**config.mk**
```make
export PLATFORM = sky130hd
export DESIGN_NAME = sseg_scan_driver
export DESIGN_NICKNAME = d
export VERILOG_FILES = /design/src/rtl/sseg_pkg.sv /design/src/rtl/sseg_scan_driver_hex_to_sseg.sv /design/src/rtl/sseg_scan_driver.sv
export SDC_FILE = /design/constraint.sdc
export NUM_CORES = 1
export LEC_CHECK = 0
export CORE_MARGIN = 1
export CORE_UTILIZATION = 50
export DETAILED_ROUTE_END_ITERATION = 16
export PLACE_DENSITY_LB_ADDON = 0.2
export REMOVE_ABC_BUFFERS = 1
export SYNTH_ARGS = -nofsm -noshare
export SYNTH_HDL_FRONTEND = slang
export SYNTH_SLANG_ARGS = --single-unit
```
**constraint.sdc**
```tcl
create_clock -name clk -period 2.4 [get_ports clk]
set_input_delay 0.72 -clock clk [delete_from_list [all_inputs] [get_ports clk]]
set_output_delay 0.72 -clock clk [all_outputs]
set_load 0.01 [all_outputs]
```
**src/rtl/sseg_pkg.sv**
```systemverilog
// sseg_pkg
//   Shared definitions for the seven-segment scan driver: digit count,
//   idle output levels and the display buffer record used for both the
//   pending and the active (on-screen) frame.
package sseg_pkg;

    localparam int          NUM_DIGITS = 8;
    localparam logic [7:0]  SSEG_BLANK = 8'hFF;  // all segments off (active low)
    localparam logic [7:0]  AN_OFF     = 8'hFF;  // no anode selected (active low)

    // One complete display frame: eight nibbles, per-digit enable, per-digit dp.
    typedef struct packed {
        logic [31:0] hex;
        logic [7:0]  en;
        logic [7:0]  dp;
    } disp_buf_t;

endpackage

```
**src/rtl/sseg_scan_driver_hex_to_sseg.sv**
```systemverilog
// hex_to_sseg
//   Combinational nibble-to-segment decoder for a common-anode display.
//   Ports:
//     nib  in  4  hex digit value
//     dp   in  1  1 = decimal point lit
//     seg  out 8  {dp,g,f,e,d,c,b,a}, active low
module hex_to_sseg (
    input  logic [3:0] nib,
    input  logic       dp,
    output logic [7:0] seg
);

    logic [7:0] raw;

    always_comb begin
        raw = 8'hFF;
        case (nib)
            4'h0: raw = 8'hC0;
            4'h1: raw = 8'hF9;
            4'h2: raw = 8'hA4;
            4'h3: raw = 8'hB0;
            4'h4: raw = 8'h99;
            4'h5: raw = 8'h92;
            4'h6: raw = 8'h82;
            4'h7: raw = 8'hF8;
            4'h8: raw = 8'h80;
            4'h9: raw = 8'h90;
            4'hA: raw = 8'h88;
            4'hB: raw = 8'h83;
            4'hC: raw = 8'hC6;
            4'hD: raw = 8'hA1;
            4'hE: raw = 8'h86;
            4'hF: raw = 8'h8E;
            default: raw = 8'hFF;
        endcase
    end

    // Bit 7 is the decimal point; lighting it pulls the line low.
    assign seg = {raw[7] & ~dp, raw[6:0]};

endmodule

```
**src/rtl/sseg_scan_driver.sv**
```systemverilog
// sseg_scan_driver
//   Time-multiplexed driver for an 8-digit common-anode seven-segment
//   display. Values are double-buffered: loads land in a pending buffer
//   and are committed to the on-screen buffer only at frame end.
//   Parameters:
//     N           prescaler width, each digit lit for 2^N clocks
//   Ports:
//     clk         in  1   system clock
//     rst         in  1   synchronous active-high reset
//     load        in  1   strobe capturing hex_in/dig_en/dp_in
//     hex_in      in  32  digit k = hex_in[4k+3:4k], digit 0 rightmost
//     dig_en      in  8   1 = digit k shown
//     dp_in       in  8   1 = decimal point of digit k lit
//     an          out 8   anode selects, active low
//     sseg        out 8   {dp,g,f,e,d,c,b,a}, active low
//     frame_done  out 1   one-cycle pulse after every frame end
module sseg_scan_driver
    import sseg_pkg::*;
#(
    parameter int N = 18
) (
    input  logic        clk,
    input  logic        rst,
    input  logic        load,
    input  logic [31:0] hex_in,
    input  logic [7:0]  dig_en,
    input  logic [7:0]  dp_in,
    output logic [7:0]  an,
    output logic [7:0]  sseg,
    output logic        frame_done
);

    logic [N-1:0] tick_cnt;
    logic [2:0]   digit;
    disp_buf_t    act_buf;
    disp_buf_t    pend_buf;
    disp_buf_t    in_buf;
    logic         pend_valid;

    logic         tick_wrap;
    logic         frame_end;
    logic [3:0]   cur_nib;
    logic         cur_dp;
    logic         cur_en;
    logic [7:0]   cur_seg;

    assign in_buf    = {hex_in, dig_en, dp_in};
    assign tick_wrap = (tick_cnt == {N{1'b1}});
    assign frame_end = tick_wrap && (digit == 3'(NUM_DIGITS - 1));

    // Select the fields of the digit currently being scanned.
    assign cur_nib = act_buf.hex[{digit, 2'b00} +: 4];
    assign cur_dp  = act_buf.dp[digit];
    assign cur_en  = act_buf.en[digit];

    hex_to_sseg u_dec (
        .nib (cur_nib),
        .dp  (cur_dp),
        .seg (cur_seg)
    );

    always_ff @(posedge clk) begin
        if (rst) begin
            tick_cnt   <= '0;
            digit      <= '0;
            act_buf    <= '0;
            pend_buf   <= '0;
            pend_valid <= 1'b0;
            an         <= AN_OFF;
            sseg       <= SSEG_BLANK;
            frame_done <= 1'b0;
        end else begin
            // Prescaler and digit counter both wrap naturally.
            tick_cnt <= tick_cnt + N'(1);
            if (tick_wrap)
                digit <= digit + 3'd1;

            frame_done <= frame_end;

            if (load)
                pend_buf <= in_buf;

            // Commit at frame end; a load in that same cycle bypasses pending.
            if (frame_end) begin
                if (load)
                    act_buf <= in_buf;
                else if (pend_valid)
                    act_buf <= pend_buf;
                pend_valid <= load;
            end else if (load) begin
                pend_valid <= 1'b1;
            end

            // Output stage: one registered update per digit change keeps an one-hot-low.
            an   <= cur_en ? ~(8'h01 << digit) : AN_OFF;
            sseg <= cur_en ? cur_seg : SSEG_BLANK;
        end
    end

endmodule

```
# Word level (Yosys, flattened, before mapping)

Memories as Yosys holds them, arrays and structs flattened. A register that Yosys moved wholly into a read port is not among the register bits.
Cells that the tools add are included.

Register bits: 135
Memory bits (read-only): 112
Input port bits: 51
Output and inout port bits: 17
Word-level logic and storage cells: 37
Memories kept: 1

$add $sub $neg: 2
$lt $le $gt $ge: 1
Eq/ne operators: 2
Shift-type cells: 2
Multiplexer cells: 8
Bitwise operators: 4
Reductions and logical operators: 5

Memories:

| name             | words | bits a word | read ports | clocked after Yosys merged registers in | write ports | line                               | text |
|---|---|---|---|---|---|---|---|
| (name not given) | 16    | 7           | 1          | 1                                       | 0           | sseg_scan_driver_hex_to_sseg.sv:17 | `case (nib)` |

Operators by type and width:

| kind                                                        | count |
|---|---|
| two-way mux 48 bit                                          | 2 |
| indexed part select 32 x 6 -> 4 bit                         | 1 |
| adder 18 x 1 -> 18 bit (second input constant)              | 1 |
| == test 18 bit (second input constant)                      | 1 |
| inverter 8 bit                                              | 1 |
| << shifter 1 x 3 -> 8 bit (first input constant)            | 1 |
| binary-select mux 1 bit (select 3 bit)                      | 2 |
| less-than comparator 3 x 4 -> 1 bit (second input constant) | 1 |
| two-way mux 1 bit                                           | 4 |
| nonzero test 2 bit                                          | 2 |
| adder 3 x 1 -> 3 bit (second input constant)                | 1 |
| == test 3 bit (second input constant)                       | 1 |
| inverter 1 bit                                              | 2 |
| AND reduction 2 bit                                         | 1 |
| OR reduction 2 bit                                          | 1 |
| AND 1 bit (first input constant)                            | 1 |
| logical AND 1 bit                                           | 1 |

# Logic depth before layout (Yosys ltp)

Gate-level depths: netlist (run 1).

Depth after elaboration: 4
Depth in mapped cells: 9
Gate-level depth less buffers: 7

# Hierarchy

Synthesis (run 1) repeated with hierarchy kept, for this count alone.

Cells, all modules: 532
Area total of the unflattened synthesis: 5,756.8 um^2

By module, submodules not included:

| module           | instances | cells each | area each (um^2) | sequential area each (um^2) |
|---|---|---|---|---|
| sseg_scan_driver | 1         | 499        | 5,477.8          | 2,702.6 |
| hex_to_sseg      | 1         | 33         | 279.0            | 0.0 |

# Worst setup path before layout (run 1)

No wires, ideal clock.

Path kind: flip-flop to flip-flop
Start: register digit[0]
End: register sseg[3]
Setup time: 139 ps
Arrival: 2,146 ps
Required time: 2,261 ps
Path slack: 115 ps
Stages on the path, launching flop included: 10
Buffers on the path: 2
Clock period less this slack: 2,285 ps
Path through: dfxtp_1 buf_6 buf_6 mux4_2 mux2i_2 inv_1 ha_1 a21boi_0 a311oi_1 o21ai_0

Word-level cells in the longest chain between the ends: 4
Elaborated cells on any way between the ends: 5
Classes of those cells: shift (1); mux (2); bitwise (1); reduce/logical (1)

RTL lines:

| item                                                                        | line                   | text |
|---|---|---|
| from (decl)                                                                 | sseg_scan_driver.sv:34 | `logic [2:0] digit;` |
| from (signal assigned)                                                      | sseg_scan_driver.sv:76 | `digit <= digit + 3'd1;` |
| branches (longest 4 deep; another with indexed part select 32 x 6 -> 4 bit) | -                      |  |
| to (decl)                                                                   | sseg_scan_driver.sv:29 | `output logic [7:0] sseg,` |

Parallel ways; which one is timed is not known. The select of a mux whose other input is x is not followed.
A chain may end at the register's enable or synchronous reset.

# Worst setup path after layout (run 1)

Start: register digit[0]
End: register sseg[6]

The elaborated chain is that of the path after synthesis.

==> results.toml, run 1 <==
[clock_network]
root_buffer = "clkbuf_8"
cts_resized = 0
clk-insertion-delay-late_ns = 0.52
cts_tree = "yes"
cts_hold_buf = 0
cts_buffer_depth = 2
numCtsBuffers = 17
ctsHtreeMaxLevel = 4
clk_pin_slew_ns = 0.06
cts_setup_buffers = 0
cts_sinks = 135

[worst_setup_path]
crit_family = "multiplexers"
startpoint_type = "flip-flop"
crit_chain = "mux4_2, mux2i_1, buf_4, inv_1, ha_1, inv_1, o21ai_0, a221o_1"
worst_path_max_delay_cell = "mux4_2"
crit_type = "reg -> reg"
critical_path.max_stage_delay_ns = 0.52
cp.required_ns = 2.80
cp_data_arrival_time_ns = 2.53
worst_path_most_repeated_cell = "inv_1"
crit_path_end_kind = "flip-flop"
crit_fanout = 7
cp_num_buf_inv = 3

[timing]
fmax_mhz = 470
hold_viol_final = 0
setup_ws_ns = 0.272
slew_headroom_pct = 58.4
timing.hold.ws_ns = 0.467
min_period_ns = 2.13
min_period_over_period_pct = 88.6
drv_slew = 0
rsz0062_at_grt = "no"
finClkSkew_ns = 0.00692
setup-tns-final_ns = 0
tightest_slew_ns = 0.615
setup_viol = 0

[drt]
drc = 0
ant_nets = 0
via_per_inst = 5.32
wl_um = 10900
vias = 3936
drtIter0Drc = 146
wl_per_cell_um = 14.7
dr.pass1.iters = 5

[synth]
postSynthCellCount = 527
async_reset_ff_share_pct = 0
synth_cell_type_count = 48
yosys_most_used_dff = "dfxtp_1"
synth_seq_cells = 135
yosysWarnings = 0
synth_edf_count = 0
syn_avg_cell_area_um2 = 10.5
ys_seq_area_share_pct = 48.9
syn_area_um2 = 5530

[pwr]
p_clk_share_pct = 49.2
switching_share_pct = 22.2
p_sw_mw = 1.12
power_mw = 5.07
p_int_mw = 3.95
p_per_area_nw_per_um2 = 733
vdd_drop_max_mv = 0.537
combPwrFrac_pct = 5.2
power_frac_seq_pct = 45.6
p_leak_nw = 2.69

[placement]
pre_cts_ws_ns = 0.128
io_buffers = 67
gp_congestion = 0.825
dp_cells = 708
dp_hpwl_um = 7270
place_area_um2 = 6330

[global_route]
grt_usage_pct = 20.9
antenna_found_initial = 0
grt_overflow_total = 0
grt_pass1_wl_um = 18600
grt_start_max_net_pins = 97
grt_pass1_vias = 3836

[floorplan]
dieArea_um2 = 11500
rows = 38
die_h_um = 107
start_util_pct = 51.2
io_pins = 68
core_um2 = 10800
die_w_um = 107

[cells_and_area]
syn2layout_area_growth_pct = 25.1
stdcell_count = 740
design_area_um2 = 6910
fin_util_pct = 64.1
layout.nets = 650
drive_above_1_share_pct = 11.5
antennaDiodeCount = 0

[min_path]
worstHoldPathType = "reg -> reg"

[flow_run]
drv_cap = 0

[outcome]
status = "completed"
## cell usage after synthesis (2+ instances only)
cell type | number | area (µm²)
mux4_2 | 9 | 203
nand3b_1 | 48 | 360
inv_1 | 6 | 22.5
dfxtp_1 | 135 | 2700
mux2_2 | 3 | 33.8
nor2_1 | 71 | 267
xor2_1 | 11 | 96.3
o21ai_0 | 6 | 30.0
and2_1 | 2 | 12.5
nand2_1 | 24 | 90.1
a21oi_1 | 6 | 30.0
xnor2_1 | 4 | 35.0
mux2i_1 | 53 | 531
nand3_1 | 9 | 45.0
o31ai_1 | 49 | 368
nor3_1 | 4 | 20.0
nor2b_1 | 2 | 12.5
clkbuf_1 | 23 | 86.3
buf_2 | 14 | 70.1
buf_6 | 2 | 22.5
nand4_1 | 3 | 18.8
and4_1 | 2 | 17.5
a221o_1 | 4 | 40.0
ha_1 | 12 | 150
or3_1 | 2 | 12.5
## state kept, by name, indices dropped and copies added, names as in the netlist
signal      cells
act_buf        48
an              8
digit           3
frame_done      1
pend_buf       48
pend_valid      1
sseg            8
tick_cnt       18
## placed cells by master (no fill, tap or decap), types with 2 or more instances in the layout
master / count
dfxtp_1: 134
and4_1: 2
clkbuf_8: 2
nor2b_1: 2
nor2_1: 71
nand2_1: 24
buf_4: 11
xor2_1: 11
mux4_2: 9
clkdlybuf4s50_1: 65
or3_1: 2
clkinv_4: 5
nor3_1: 4
ha_1: 12
a21oi_1: 6
nand3_1: 9
mux2_2: 3
and2_1: 2
o31ai_1: 49
a221o_1: 4
inv_1: 6
clkinvlp_4: 4
nand4_1: 3
o21ai_0: 6
clkinv_2: 2
bufinv_16: 2
clkbuf_16: 16
nand3b_1: 48
xnor2_1: 4
mux2i_1: 53
buf_12: 3
## worst paths after layout
kind	start	slack, ns	depth (start not counted)	to
setup / recovery	digit[0]	0.27	8	sseg[6]
hold reg to reg	tick_cnt[0]	0.47	1	tick_cnt[0]
setup reg to reg	digit[0]	0.27	8	sseg[6]
hold / removal	tick_cnt[0]	0.47	1	tick_cnt[0]
## layout make-up
class | count | area, µm²
clock buffers | 18 | 428
clock inverters | 14 | 153
fillers | 887 | 3880
inverters | 7 | 26.3
multi-input cells | 346 | 2630
flip-flops and latches | 135 | 2700
well taps | 140 | 175
repair buffers | 80 | 798
## power by group through the flow
| stage | clock [mW] | sequential [mW] | combinational (mW) |
|---|---|---|---|
| 2_1_floorplan | 0 | 2.35 | 0.0997 |
| 3_3_place_gp | 0 | 2.36 | 0.262 |
| 3_5_place_dp | 0 | 2.36 | 0.268 |
| 4_1_cts | 2.54 | 2.31 | 0.269 |
| 5_1_grt | 2.64 | 2.31 | 0.290 |
| 6_report | 2.49 | 2.31 | 0.265 |
## logic make-up (layout without fill, tap and decap cells)
kind of cell	after synthesis	in the layout	share of synthesized area, %
fa+ha+maj	12	12	2.72
xor+xnor	15	15	2.38
buf+inv	46	119	3.71
flops	135	135	48.9
simple gates	175	175	17.1
compound gates	76	76	10.2
mux	68	68	15.0
## per-layer routing
layer | track usage, % | wire length (µm) | vias up | part of all wire (%)
li1 | - | - | 1999 | -
met1 | 26.9 | 5240 | 1850 | 48
met2 | 33.0 | 5180 | 79 | 48
met3 | 5.23 | 358 | 8 | 3.3
met4 | 9.49 | 93 | 0 | 0.86
met5 | 0 | 0 | - | 0
(Power assumes the default switching activity.)
==> run 2, diff against run 1 <==
ABC_CLOCK_PERIOD_IN_PS = 2400   (was unset)
HOLD_SLACK_MARGIN = 0.15   (was unset)
==> results of run 2 <==
No change in the layout: final DEF, timing and power equal those of run 1.
